===== src/rtl/pixel_buf_pkg.sv =====
// Shared types and sizing helpers for the pixel stream buffer.
// Optional build macro: PIXEL_STREAM_BUFFER_BYPASS_EN (fall-through mode).
package pixel_buf_pkg;

  localparam int PIXEL_W = 16;

  typedef logic [PIXEL_W-1:0] pixel_t;

  localparam int DEF_DEPTH = 4;

  function automatic int cnt_w(input int depth);
    return $clog2(depth) + 1;
  endfunction

  localparam int CNT_W = cnt_w(DEF_DEPTH);

endpackage


===== src/rtl/pixel_buf_mem.sv =====
// Pixel storage: DEPTH x DATA_W registers, sync write, async read.
// Optional build macro: PIXEL_STREAM_BUFFER_BYPASS_EN (not used here).
module pixel_buf_mem
  import pixel_buf_pkg::*;
#(
  parameter int DATA_W = PIXEL_W,
  parameter int DEPTH  = DEF_DEPTH
) (
  input  logic                     clk,
  input  logic                     we,
  input  logic [$clog2(DEPTH)-1:0] waddr,
  input  logic [DATA_W-1:0]        wdata,
  input  logic [$clog2(DEPTH)-1:0] raddr,
  output logic [DATA_W-1:0]        rdata
);

  logic [DATA_W-1:0] mem_q [DEPTH];

  always_ff @(posedge clk) begin
    if (we) begin
      mem_q[waddr] <= wdata;
    end
  end

  assign rdata = mem_q[raddr];

endmodule


===== src/rtl/pixel_stream_buffer.sv =====
// Handshaked pixel FIFO between DLX pixel fetch and the sharpening filter.
// Optional build macro: PIXEL_STREAM_BUFFER_BYPASS_EN (fall-through when empty).
module pixel_stream_buffer
  import pixel_buf_pkg::*;
#(
  parameter int DATA_W    = PIXEL_W,
  parameter int DEPTH     = DEF_DEPTH,
  parameter int AFULL_LVL = DEPTH - 1
) (
  input  logic                      CLK,
  input  logic                      RESET,
  input  logic [DATA_W-1:0]         IN_D,
  input  logic                      IN_VALID,
  output logic                      IN_READY,
  output logic [DATA_W-1:0]         OUT_D,
  output logic                      OUT_VALID,
  input  logic                      OUT_READY,
  input  logic                      FLUSH,
  output logic [cnt_w(DEPTH)-1:0]   COUNT,
  output logic                      ALMOST_FULL
);

  localparam int PW = $clog2(DEPTH);
  localparam int CW = cnt_w(DEPTH);
  localparam logic [CW-1:0] DEPTH_C = CW'(DEPTH);
  localparam logic [CW-1:0] AFULL_C = CW'(AFULL_LVL);

  logic [PW-1:0]     wr_ptr_q, wr_ptr_d;
  logic [PW-1:0]     rd_ptr_q, rd_ptr_d;
  logic [CW-1:0]     count_q, count_d;
  logic [DATA_W-1:0] rd_data;
  logic              full, empty;
  logic              push, pop, thru;
  logic              wr_en, rd_en, mem_we;

  always_comb begin
    full     = (count_q == DEPTH_C);
    empty    = (count_q == '0);
    IN_READY = !full;
`ifdef PIXEL_STREAM_BUFFER_BYPASS_EN
    OUT_VALID = !empty || IN_VALID;
    OUT_D     = empty ? IN_D : rd_data;
    // word handed straight across; never touches storage
    thru      = empty && IN_VALID && OUT_READY;
`else
    OUT_VALID = !empty;
    OUT_D     = rd_data;
    thru      = 1'b0;
`endif
    push   = IN_VALID && IN_READY;
    pop    = OUT_VALID && OUT_READY;
    wr_en  = push && !thru;
    rd_en  = pop && !thru;
    mem_we = wr_en && !FLUSH && !RESET;
  end

  always_comb begin
    wr_ptr_d = wr_ptr_q;
    rd_ptr_d = rd_ptr_q;
    count_d  = count_q;
    if (FLUSH) begin
      wr_ptr_d = '0;
      rd_ptr_d = '0;
      count_d  = '0;
    end else begin
      if (wr_en) wr_ptr_d = wr_ptr_q + PW'(1);
      if (rd_en) rd_ptr_d = rd_ptr_q + PW'(1);
      unique case ({wr_en, rd_en})
        2'b10:   count_d = count_q + CW'(1);
        2'b01:   count_d = count_q - CW'(1);
        default: count_d = count_q;
      endcase
    end
  end

  always_ff @(posedge CLK) begin
    if (RESET) begin
      wr_ptr_q <= '0;
      rd_ptr_q <= '0;
      count_q  <= '0;
    end else begin
      wr_ptr_q <= wr_ptr_d;
      rd_ptr_q <= rd_ptr_d;
      count_q  <= count_d;
    end
  end

  assign COUNT       = count_q;
  assign ALMOST_FULL = (count_q >= AFULL_C);

  pixel_buf_mem #(
    .DATA_W (DATA_W),
    .DEPTH  (DEPTH)
  ) u_mem (
    .clk   (CLK),
    .we    (mem_we),
    .waddr (wr_ptr_q),
    .wdata (IN_D),
    .raddr (rd_ptr_q),
    .rdata (rd_data)
  );

endmodule


===== config.mk =====
export PLATFORM = sky130hd
export DESIGN_NAME = pixel_stream_buffer
export DESIGN_NICKNAME = d
export VERILOG_FILES = /design/src/rtl/pixel_buf_pkg.sv /design/src/rtl/pixel_buf_mem.sv /design/src/rtl/pixel_stream_buffer.sv
export SDC_FILE = /design/constraint.sdc
export NUM_CORES = 1
export LEC_CHECK = 0
export ABC_AREA = 1
export CORE_AREA = 2 2 89 74
export CTS_CLUSTER_DIAMETER = 30
export DETAILED_ROUTE_END_ITERATION = 10
export DIE_AREA = 0 0 91 76
export HOLD_SLACK_MARGIN = 0.1
export PLACE_DENSITY = 0.72
export SYNTH_ARGS = -nofsm -noshare
export SYNTH_HDL_FRONTEND = slang
export SYNTH_SLANG_ARGS = --single-unit

===== constraint.sdc =====
create_clock -name CLK -period 2.5 [get_ports CLK]
set_input_delay 0.75 -clock CLK [delete_from_list [all_inputs] [get_ports CLK]]
set_output_delay 0.75 -clock CLK [all_outputs]
set_load 0.02 [all_outputs]

==> results of run 1 <==
per-stage QoR:
step	worst slack, ns	cell area [sq um]	hold slack [ns]	std cells	utilization (%)
2_1_floorplan	0.3206	2873	0.4592	228	-
3_3_place_gp	0.05130	3493	0.4868	363	57.12
3_5_place_dp	-0.01812	3493	0.4926	363	57.12
4_1_cts	0.04270	3654	0.5088	379	59.74
5_1_grt	0.01926	3661	0.5525	379	59.86
6_report	0.1241	3661	0.5011	379	59.86
worst max-delay path, delay by kind of cell, from the launching register on:
| family | cells | cell delay, ns |
|---|---|---|
| AO/OA/AOI/OAI | 2 | 0.29 |
| flip-flops | 1 | 0.44 |
| buffers and inverters | 2 | 0.57 |
layer usage:
layer / vias up / global-route usage, % / wire [um]
li1: 933 / - / -
met1: 842 / 18.84 / 2199
met2: 35 / 26.44 / 2493
met3: 4 / 6.528 / 265
met4: 0 / 4.545 / 49
met5: - / 0 / 0
registers in the layout (all words and copies together), names as in the netlist, named ones only:
name / flops
u_mem.mem_q: 64
COUNT: 3
rd_ptr_q: 2
wr_ptr_q: 2
where the power goes:
part | internal [mW] | switching, mW | total, mW
Clock | 0.449 | 0.362 | 0.811
Combinational | 0.0821 | 0.0986 | 0.181
Sequential | 1.34 | 0.00917 | 1.35
Total | 1.87 | 0.469 | 2.34
cell usage in the layout (no fill, tap or decap):
cell	n
sky130_fd_sc_hd__dlymetal6s2s_1	1
sky130_fd_sc_hd__o21ai_0	7
sky130_fd_sc_hd__nor2_1	44
sky130_fd_sc_hd__clkinv_2	1
sky130_fd_sc_hd__inv_2	1
sky130_fd_sc_hd__o21ai_1	28
sky130_fd_sc_hd__clkinv_1	3
sky130_fd_sc_hd__nor2_2	3
sky130_fd_sc_hd__nand2_2	1
sky130_fd_sc_hd__buf_12	1
sky130_fd_sc_hd__buf_6	1
sky130_fd_sc_hd__fa_1	1
sky130_fd_sc_hd__nand3b_1	1
sky130_fd_sc_hd__dfxtp_1	9
sky130_fd_sc_hd__clkbuf_8	9
sky130_fd_sc_hd__a21oi_1	3
sky130_fd_sc_hd__inv_1	17
sky130_fd_sc_hd__clkdlybuf4s50_1	25
sky130_fd_sc_hd__dlygate4sd2_1	15
sky130_fd_sc_hd__ha_1	5
sky130_fd_sc_hd__inv_4	1
sky130_fd_sc_hd__clkdlybuf4s15_1	1
sky130_fd_sc_hd__bufinv_16	1
sky130_fd_sc_hd__o22ai_1	16
sky130_fd_sc_hd__edfxtp_1	64
sky130_fd_sc_hd__nand2_1	14
sky130_fd_sc_hd__buf_4	15
sky130_fd_sc_hd__clkbuf_1	2
sky130_fd_sc_hd__nand3_1	4
sky130_fd_sc_hd__a21boi_2	1
layout make-up:
cell class,count,share of cell area (%)
Sequential cell,73,57.42
Multi-Input combinational cell,128,17.87
Timing Repair Buffer,59,14.97
Clock buffer,11,3.589
Tap cell,84,2.871
Inverter,19,2.016
Clock inverter,5,1.265
path summary, 6_finish.rpt:
check              end  cells after the start
max          OUT_D[11]                      4
min           COUNT[0]                      1
max reg2reg   COUNT[2]                     13
min reg2reg   COUNT[0]                      1
cell families (layout without fill, tap and decap cells):
| kind of cell | Yosys count | after routing |
|---|---|---|
| AO/OA/AOI/OAI | 55 | 55 |
| adder cells (fa/ha/maj) | 6 | 6 |
| buffers and inverters | 27 | 94 |
| flip-flops | 73 | 73 |
| AND/OR/NAND/NOR | 67 | 67 |
==> flow_summary.toml, run 1 <==
[global_routing]
grt_pass1_vias = 1714
antenna_violations_before_repair = 0
grt.total_usage_pct = 15.80
grt_first_pass_wirelength_mm = 8.231
grt_remaining_overflow = 0
grt_start_max_net_pins = 19

[route]
routedWlPerCell_um = 13.21
drt-initial-drc-count = 96
ant_nets = 0
drt_pass1_iterations = 4
vias_per_cell = 4.786
finalWirelength_mm = 5.008
remaining_drc_errors = 0
via_count = 1814

[cts]
path_clk_slew_ns = 0.07
cts_made_buffers = 9
clockRootBuffer = "sky130_fd_sc_hd__clkbuf_8"
cts_hold_repair.buffers = 0
post_cts.repair.setup_buffers = 0
tritoncts = "built"
cts.htree.levels = 3
clock_latency_ns = 0.33
clock-sinks = 73
post_cts_resized = 17
clock_tree.buffer_depth = 2

[synthesis]
yosys.area_share.adder_pct = 2.875
synth-edff-count = 64
post_synth_num_cell_types = 19
synth-seq-cells = 73
post_synth_arst_share_pct = 0
syn-num-nets = 255
synth_flop_cell = "sky130_fd_sc_hd__edfxtp_1"
area_share_of_and_or_nand_nor_cells_after_synthesis_pct = 9.408
most_frequently_used_cell_type_in_the_post_synthesis_netlist = "sky130_fd_sc_hd__edfxtp_1"
yosys.area_share.xor_xnor_pct = 0
yosysSeqAreaShare_pct = 73.17
synth_top_area_cells = "sky130_fd_sc_hd__edfxtp_1 67%, sky130_fd_sc_hd__dfxtp_1 6.3%, sky130_fd_sc_hd__nor2_1 5.7%"
compound_gate_fraction_of_synth_area_pct = 10.50
syn-cell-area_sq_mm = 0.002873
post_synth.cell_area_avg_sq_um = 12.60
netlist_instances = 228
synth.cells.most_frequent = "64 x sky130_fd_sc_hd__edfxtp_1, 44 x sky130_fd_sc_hd__nor2_1, 28 x sky130_fd_sc_hd__o21ai_1"
synth.mux.area_fraction_pct = 0
cell_accounting_for_the_most_synthesized_area = "sky130_fd_sc_hd__edfxtp_1"
ys_warn_count = 0
synth_top_cell_area_share_pct = 66.90
synth_top_family_by_area = "compound AO/OA/AOI/OAI gates"

[worst_setup_path]
crit-reg2reg-launch = "COUNT[2]"
critical_path_arrival_ns = 1.63
critPathLaunchType = "flip-flop"
critPathCaptureType = "output pin"
setup.worst_path.class = "flip-flop to output pin"
critPathRequiredTime_ns = 1.75
regToRegSetupSlack_ns = 0.67
critPathMaxFanout = 9
worstPathCellList = "buf_4, o21ai_1, o22ai_1, clkdlybuf4s15_1"
critPathSlowestCell = "sky130_fd_sc_hd__dfxtp_1"
slowest_delay_ns = 0.44

[finish]
drive_above_1_share_pct = 11.86
layout.nets = 317
layout.area.seq_sq_mm = 0.002102
area.growth.synth_to_final_pct = 27.44
total_area_of_multi_input_combinational_cells_sq_um = 654.4
antennaDiodeCount = 0
fill_cells = 537

[timing]
setup_viol_count_final = 0
period_share_pct = 95.04
post-route-min-period_ns = 2.376
tightest_slew_ns = 0.2216
slew-limit-headroom_pct = 85.18
tns_ns = 0
achievable-frequency_mhz = 420.9
final_hold_violation_count = 0
fin_worst_skew_ns = 0.005304
slew_viol_final = 0
grt_setup_unrepaired = "no"

[status]
run_status = "completed"

[pwr]
fin_total_pwr_mw = 2.343
cellPowerDensity_mw_per_mm2 = 640.0
peakVddDrop_mv = 0.3994
cellLeakagePower_nw = 1.350

[floorplan]
die_width_um = 91
initial_standard_cell_utilization_of_the_core_pct = 46.97
die_y_um = 76
dieArea_sq_mm = 0.006916
coreArea_sq_mm = 0.006116
io_pins = 43
fp-row-count = 26

[job]
timing.max_cap.violations = 0

[placement]
globalplace.congestion = 0.6933
dp_hpwl_mm = 3.465
place.port_buffers = 42

[hold_path]
hold_path_startpoint = "COUNT[0]"
holdCritPathClass = "flip-flop to flip-flop"
(Power assumes the default switching activity.)
==> run 2: changes to the inputs <==
- CORE_AREA: 2 2 89 74 -> 2 2 86 71
- DIE_AREA: 0 0 91 76 -> 0 0 88 73
- PLACE_DENSITY: 0.72 -> 0.77
==> run 2 against run 1 <==
The flow now finishes with violations (negative setup slack); count of clock-buffer cells in the layout rose by 4; cell count fell by 1.1%; register-to-register slack got worse by 0.03 ns; clock power fell by 5.7%; clock skew rose by 0.0016 ns; maximum frequency fell by 5.5%; die area fell by 7.1%; largest power group unchanged; combinational power rose by 3%; first-iteration DRC count rose by 9.4%; power fell by 1.7%; sequential share of layout area rose by 0.11 points; critical path depth rose by 1.
==> flow_summary.toml, run 2 (synthesized netlist as in run 1, its figures left out) <==
[timing]
period_share_pct = 100.6
slew_viol_final = 0
grt_setup_unrepaired = "yes"
fin_worst_skew_ns = 0.006945
finalWorstSetupSlack_ns = -0.01492
setup_viol_count_final = 1
tightest_slew_ns = 0.2439
achievable-frequency_mhz = 397.6
post-route-min-period_ns = 2.515
slew-limit-headroom_pct = 83.72
final_hold_violation_count = 0

[global_routing]
grt_start_max_net_pins = 25
grt_first_pass_wirelength_mm = 8.445
grt.total_usage_pct = 18.20
grt_pass1_vias = 1788
grt_remaining_overflow = 0
antenna_violations_before_repair = 0

[worst_setup_path]
ff2ff_path_depth = 13
worst_r2r_endpoint = "COUNT[2]"
crit-reg2reg-launch = "COUNT[2]"
critPathMaxFanout = 24
critPathCaptureType = "output pin"
critPathLaunchType = "flip-flop"
critical_path_arrival_ns = 1.76
regToRegSetupSlack_ns = 0.64
critPathRequiredTime_ns = 1.75
setup.worst_path.class = "flip-flop to output pin"

[status]
run_status = "finished, violations left"
failing_checks = "negative setup slack"

[route]
via_count = 1849
wirelength_met1_mm = 2.279
drt-initial-drc-count = 105
wl_met2_mm = 2.740
drt_pass1_iterations = 4
remaining_drc_errors = 0
top_layer = "met4"
detailroute.wirelength.met3_um = 231
ant_nets = 0
routedWlPerCell_um = 14.20
finalWirelength_mm = 5.325
vias_per_cell = 4.931

[finish]
registers.top_by_ff_count = "u_mem.mem_q"
finish.utilization_pct = 64.57
largest_register_ffs = 64
mostFrequentLayoutCells = "64 x sky130_fd_sc_hd__edfxtp_1, 44 x sky130_fd_sc_hd__nor2_1, 28 x sky130_fd_sc_hd__o21ai_1, 28 x sky130_fd_sc_hd__clkdlybuf4s50_1, 17 x sky130_fd_sc_hd__inv_1"
area.growth.synth_to_final_pct = 27.26
antennaDiodeCount = 0
total_area_of_multi_input_combinational_cells_sq_um = 654.4
commonest_non_fill_non_tap_cell_in_the_layout = "sky130_fd_sc_hd__edfxtp_1"
layout.nets = 316
layout.area.seq_sq_mm = 0.002103
fill_cells = 450
drive_above_1_share_pct = 11.90

[floorplan]
io_pins = 43
initial_standard_cell_utilization_of_the_core_pct = 50.74
dieArea_sq_mm = 0.006424
die_width_um = 88
fp-row-count = 25
die_y_um = 73
coreArea_sq_mm = 0.005662

[placement]
globalplace.congestion = 0.7522
dp_hpwl_mm = 3.490
place.port_buffers = 42

[cts]
cts_hold_repair.buffers = 0
tritoncts = "built"
clock_tree.buffer_depth = 2
clockRootBuffer = "sky130_fd_sc_hd__clkbuf_8"
clock-sinks = 73
clock_latency_ns = 0.34
path_clk_slew_ns = 0.06
cts_made_buffers = 9
cts.htree.levels = 3

[pwr]
cellLeakagePower_nw = 1.349
internal_power_mw = 1.815
peakVddDrop_mv = 0.4089
fin_total_pwr_mw = 2.303
cellPowerDensity_mw_per_mm2 = 629.8
netSwitchingFraction_pct = 21.15
pwr-share-seq_pct = 58.7
p_comb_share_pct = 8.1
total_switching_power_mw = 0.4870
p_clk_share_pct = 33.2

[hold_path]
worst_hold_path.endpoint = "COUNT[0]"
holdCritPathClass = "flip-flop to flip-flop"
hold_path_startpoint = "COUNT[0]"
cell_depth_of_the_worst_min_delay_path = 1

[job]
timing.max_cap.violations = 0
==> run 2: changes by cell type in the layout (fill, tap and decap cells not counted), sizes merged, moves of 2 or more <==
cell / previous run / this run
dlygate4sd2: 15 / 10
dlymetal6s2s: 1 / 4
clkinv: 4 / 2
clkbuf: 11 / 15
clkdlybuf4s50: 25 / 28
==> run 2: through the flow <==
| stage | setup TNS [ns] | instance area, sq um | setup slack [ns] | std cells | hold WS, ns |
|---|---|---|---|---|---|
| after floorplan | 0 | 2873 | 0.3206 | 228 | 0.4592 |
| after global placement | 0 | 3495 | 0.04671 | 359 | 0.4852 |
| after detailed placement | -0.02087 | 3495 | -0.02027 | 359 | 0.5017 |
| after CTS | -0.3500 | 3645 | -0.08052 | 375 | 0.5150 |
| after global routing | -0.1723 | 3656 | -0.09103 | 375 | 0.5507 |
| final | -0.01492 | 3656 | -0.01492 | 375 | 0.5035 |
==> run 2: worst max-delay path by stage <==
stage | startpoint | end | slack, ns | depth (start not counted)
after CTS | flip-flop | OUT_D[4] | -0.08 | 4
after floorplan | FLUSH | u_mem.mem_q[0][0] | 0.32 | 3
after detailed placement | OUT_READY | COUNT[2] | -0.02 | 12
final | flip-flop | OUT_D[7] | -0.01 | 5
after global placement | IN_VALID | COUNT[2] | 0.05 | 12
after global routing | flip-flop | OUT_D[7] | -0.09 | 5
==> run 2: final cells by class <==
cell class	count	area share (%)
sequential	73	57.53
clock buffer	15	4.278
multi-input combinational	128	17.90
inverter	19	1.985
timing repair buffer	58	15.40
tap	81	2.772
clock inverter	1	0.1369
==> run 2: power groups by stage <==
stage | combinational, mW | clock, mW | sequential [mW]
after detailed placement | 0.194 | 0 | 1.38
after CTS | 0.189 | 0.781 | 1.35
final | 0.186 | 0.765 | 1.35
after global placement | 0.190 | 0 | 1.38
after global routing | 0.205 | 0.839 | 1.35
after floorplan | 0.0850 | 0 | 1.38
==> run 2: critical path, stage by stage, from the launching register on <==
cell and delay (ns):
sky130_fd_sc_hd__dfxtp_2 0.36, sky130_fd_sc_hd__inv_2 0.09, sky130_fd_sc_hd__buf_12 0.16, sky130_fd_sc_hd__nor2_1 0.05
sky130_fd_sc_hd__o22ai_1 0.15, sky130_fd_sc_hd__clkdlybuf4s50_1 0.62
==> run 2: layer usage <==
metal,track usage [%],vias up
met3,7.240,9
met5,0,-
met4,6.496,0
li1,-,932
met1,21.52,869
met2,30.30,39
==> run 2: repair_timing <==
| item | 4_1_cts | 5_1_grt |
|---|---|---|
| endpoints found under the setup margin | 16 | 6 |
| pin swaps | 0 | 0 |
| gates cloned | 0 | 0 |
| gates resized for setup | 11 | 5 |
| setup buffers | 0 | 0 |
==> RTL edit (settings of run 1) <==
`PIXEL_W`: 16 -> 18.
--- a/src/rtl/pixel_buf_pkg.sv
+++ b/src/rtl/pixel_buf_pkg.sv
@@ -4,3 +4,3 @@
 
-  localparam int PIXEL_W = 16;
+  localparam int PIXEL_W = 18;
 
Interface: changed (resized IN_D and OUT_D); port bits go from 43 to 47. No check against the original RTL was run, so the function may have changed too.
==> RTL edit against run 1 <==
- sequential cell count up 8
- wire length up 18%
- via count up 13%
- first-iteration DRC count up 23%
- register-to-register slack about the same
- area after synthesis up 13%
- worst setup slack better by 0.0074 ns
- design area up 13%
- non-clock buffer count unchanged
- total power up 24%
- critical path type unchanged
- critical endpoint is now OUT_D[4]
==> RTL edit: results (changes against run 1) <==
metric	value	unit	change
pre_cts_ws	0.01896	ns	+0.03707 ns
wl_per_cell	14.88	µm	+13%
grt_use_total	18.27	%	+2.5 points
p_leak	1.483	nW	+9.8%
swShare	19.33	%	-0.71 points
critical-path-slowest-cell	dlygate4sd2_1		
grt_pass1_wl	9680	µm	+18%
syn_avg_cell_area	13.03	µm²	+3.4%
fin_skew	0.01268	ns	+0.007372 ns
synth_fp_nets	277		+8.6%
hold_path_depth	2		+1
final_nets	337		+6.3%
min_to	rd_ptr_q[1]$_SDFFE_PP0P_		
gp_congestion	0.8005		+15%
tightest_slew	0.2396	ns	+0.01804 ns
dp.cells	381		+5.0%
wl_met2	2873	µm	+15%
drt-initial-drc-count	118		+23%
m1WireLength	2658	µm	+21%
reg2regPathDepth	11		-2
cpPeakStageDelay	0.36	ns	-0.08 ns
status	completed		
grt_max_degree	20		+1
ir_drop	375.8	µV	-5.9%
met3_length	308	µm	+16%
dpl-instance-area	0.003894	mm²	+11%
## RTL edit: cell types whose count changed after synthesis, moves of 2 or more
cell,change
buf_2,-3
buf_6,+5
edfxtp_1,+8
inv_1,-2
nand2_1,-2
nand2_2,+2
nor2_1,+4
nor2_2,-2
nor2_4,+2
o21ai_0,+28
o21ai_1,-24
o22ai_1,+2
## RTL edit: worst max-delay path by stage
stage	depth (start not counted)	to	start	slack, ns
after floorplan	3	u_mem.mem_q[0][0]$_DFFE_PP_	IN_VALID	0.30
after global placement	12	COUNT[2]$_SDFFE_PP0P_	IN_VALID	0.1
after detailed placement	10	COUNT[2]$_SDFFE_PP0P_	IN_VALID	0.02
after CTS	5	OUT_D[3]	flip-flop	0.07
after global routing	5	OUT_D[4]	flip-flop	0.05
final	5	OUT_D[4]	flip-flop	0.13
## RTL edit: timing repair
action                                 CTS  global route
gates cloned                             0             0
setup endpoints to repair               19             3
gates resized for setup                 19             1
pin swaps                                0             0
endpoints found under the hold margin    0             0
## RTL edit: power by group through the flow
stage / logic (mW) / clock network [mW] / registers [mW]
finish: 0.203 / 1.21 / 1.50
global route: 0.223 / 1.27 / 1.50
CTS: 0.205 / 1.23 / 1.50
detailed placement: 0.216 / 0 / 1.53
global placement: 0.211 / 0 / 1.53
floorplan: 0.0984 / 0 / 1.53
## RTL edit: routing by layer
layer  global-route usage (%)  vias up
met5                        0        -
met4                    6.364        0
met3                    5.143        6
met2                    29.63       69
met1                    23.89      962
li1                         -     1006
## RTL edit: logic make-up (layout without fill, tap and decap cells)
logic type               count (synthesis)  count (layout)  synth area share, %
AO/OA/AOI/OAI                           61              61                10.57
flip-flops                              81              81                72.47
buffers and inverters                   29              94                5.110
AND/OR/NAND/NOR                         71              71                9.292
adder cells (fa/ha/maj)                  6               6                2.555
## RTL edit: final cells by class
cell class | instances | area [µm²] | share of cell area, %
Clock inverter | 5 | 128.9 | 3.119
Timing Repair Buffer | 59 | 609.3 | 14.75
Clock buffer | 11 | 131.4 | 3.180
Sequential cell | 81 | 2344 | 56.72
Inverter | 19 | 78.83 | 1.908
Tap cell | 84 | 105.1 | 2.544
Multi-Input combinational cell | 138 | 734.5 | 17.78
## RTL edit: worst register-to-register path, stage by stage (launching register included)
cell and delay (ns):
dfxtp_1 0.45, inv_2 0.09, nand2_2 0.11, nand2_2 0.07, inv_2 0.06, ha_1 0.15, inv_1 0.07, fa_1 0.38
nand2_1 0.09, nand3_1 0.10, nor2_1 0.10, nor2_1 0.05
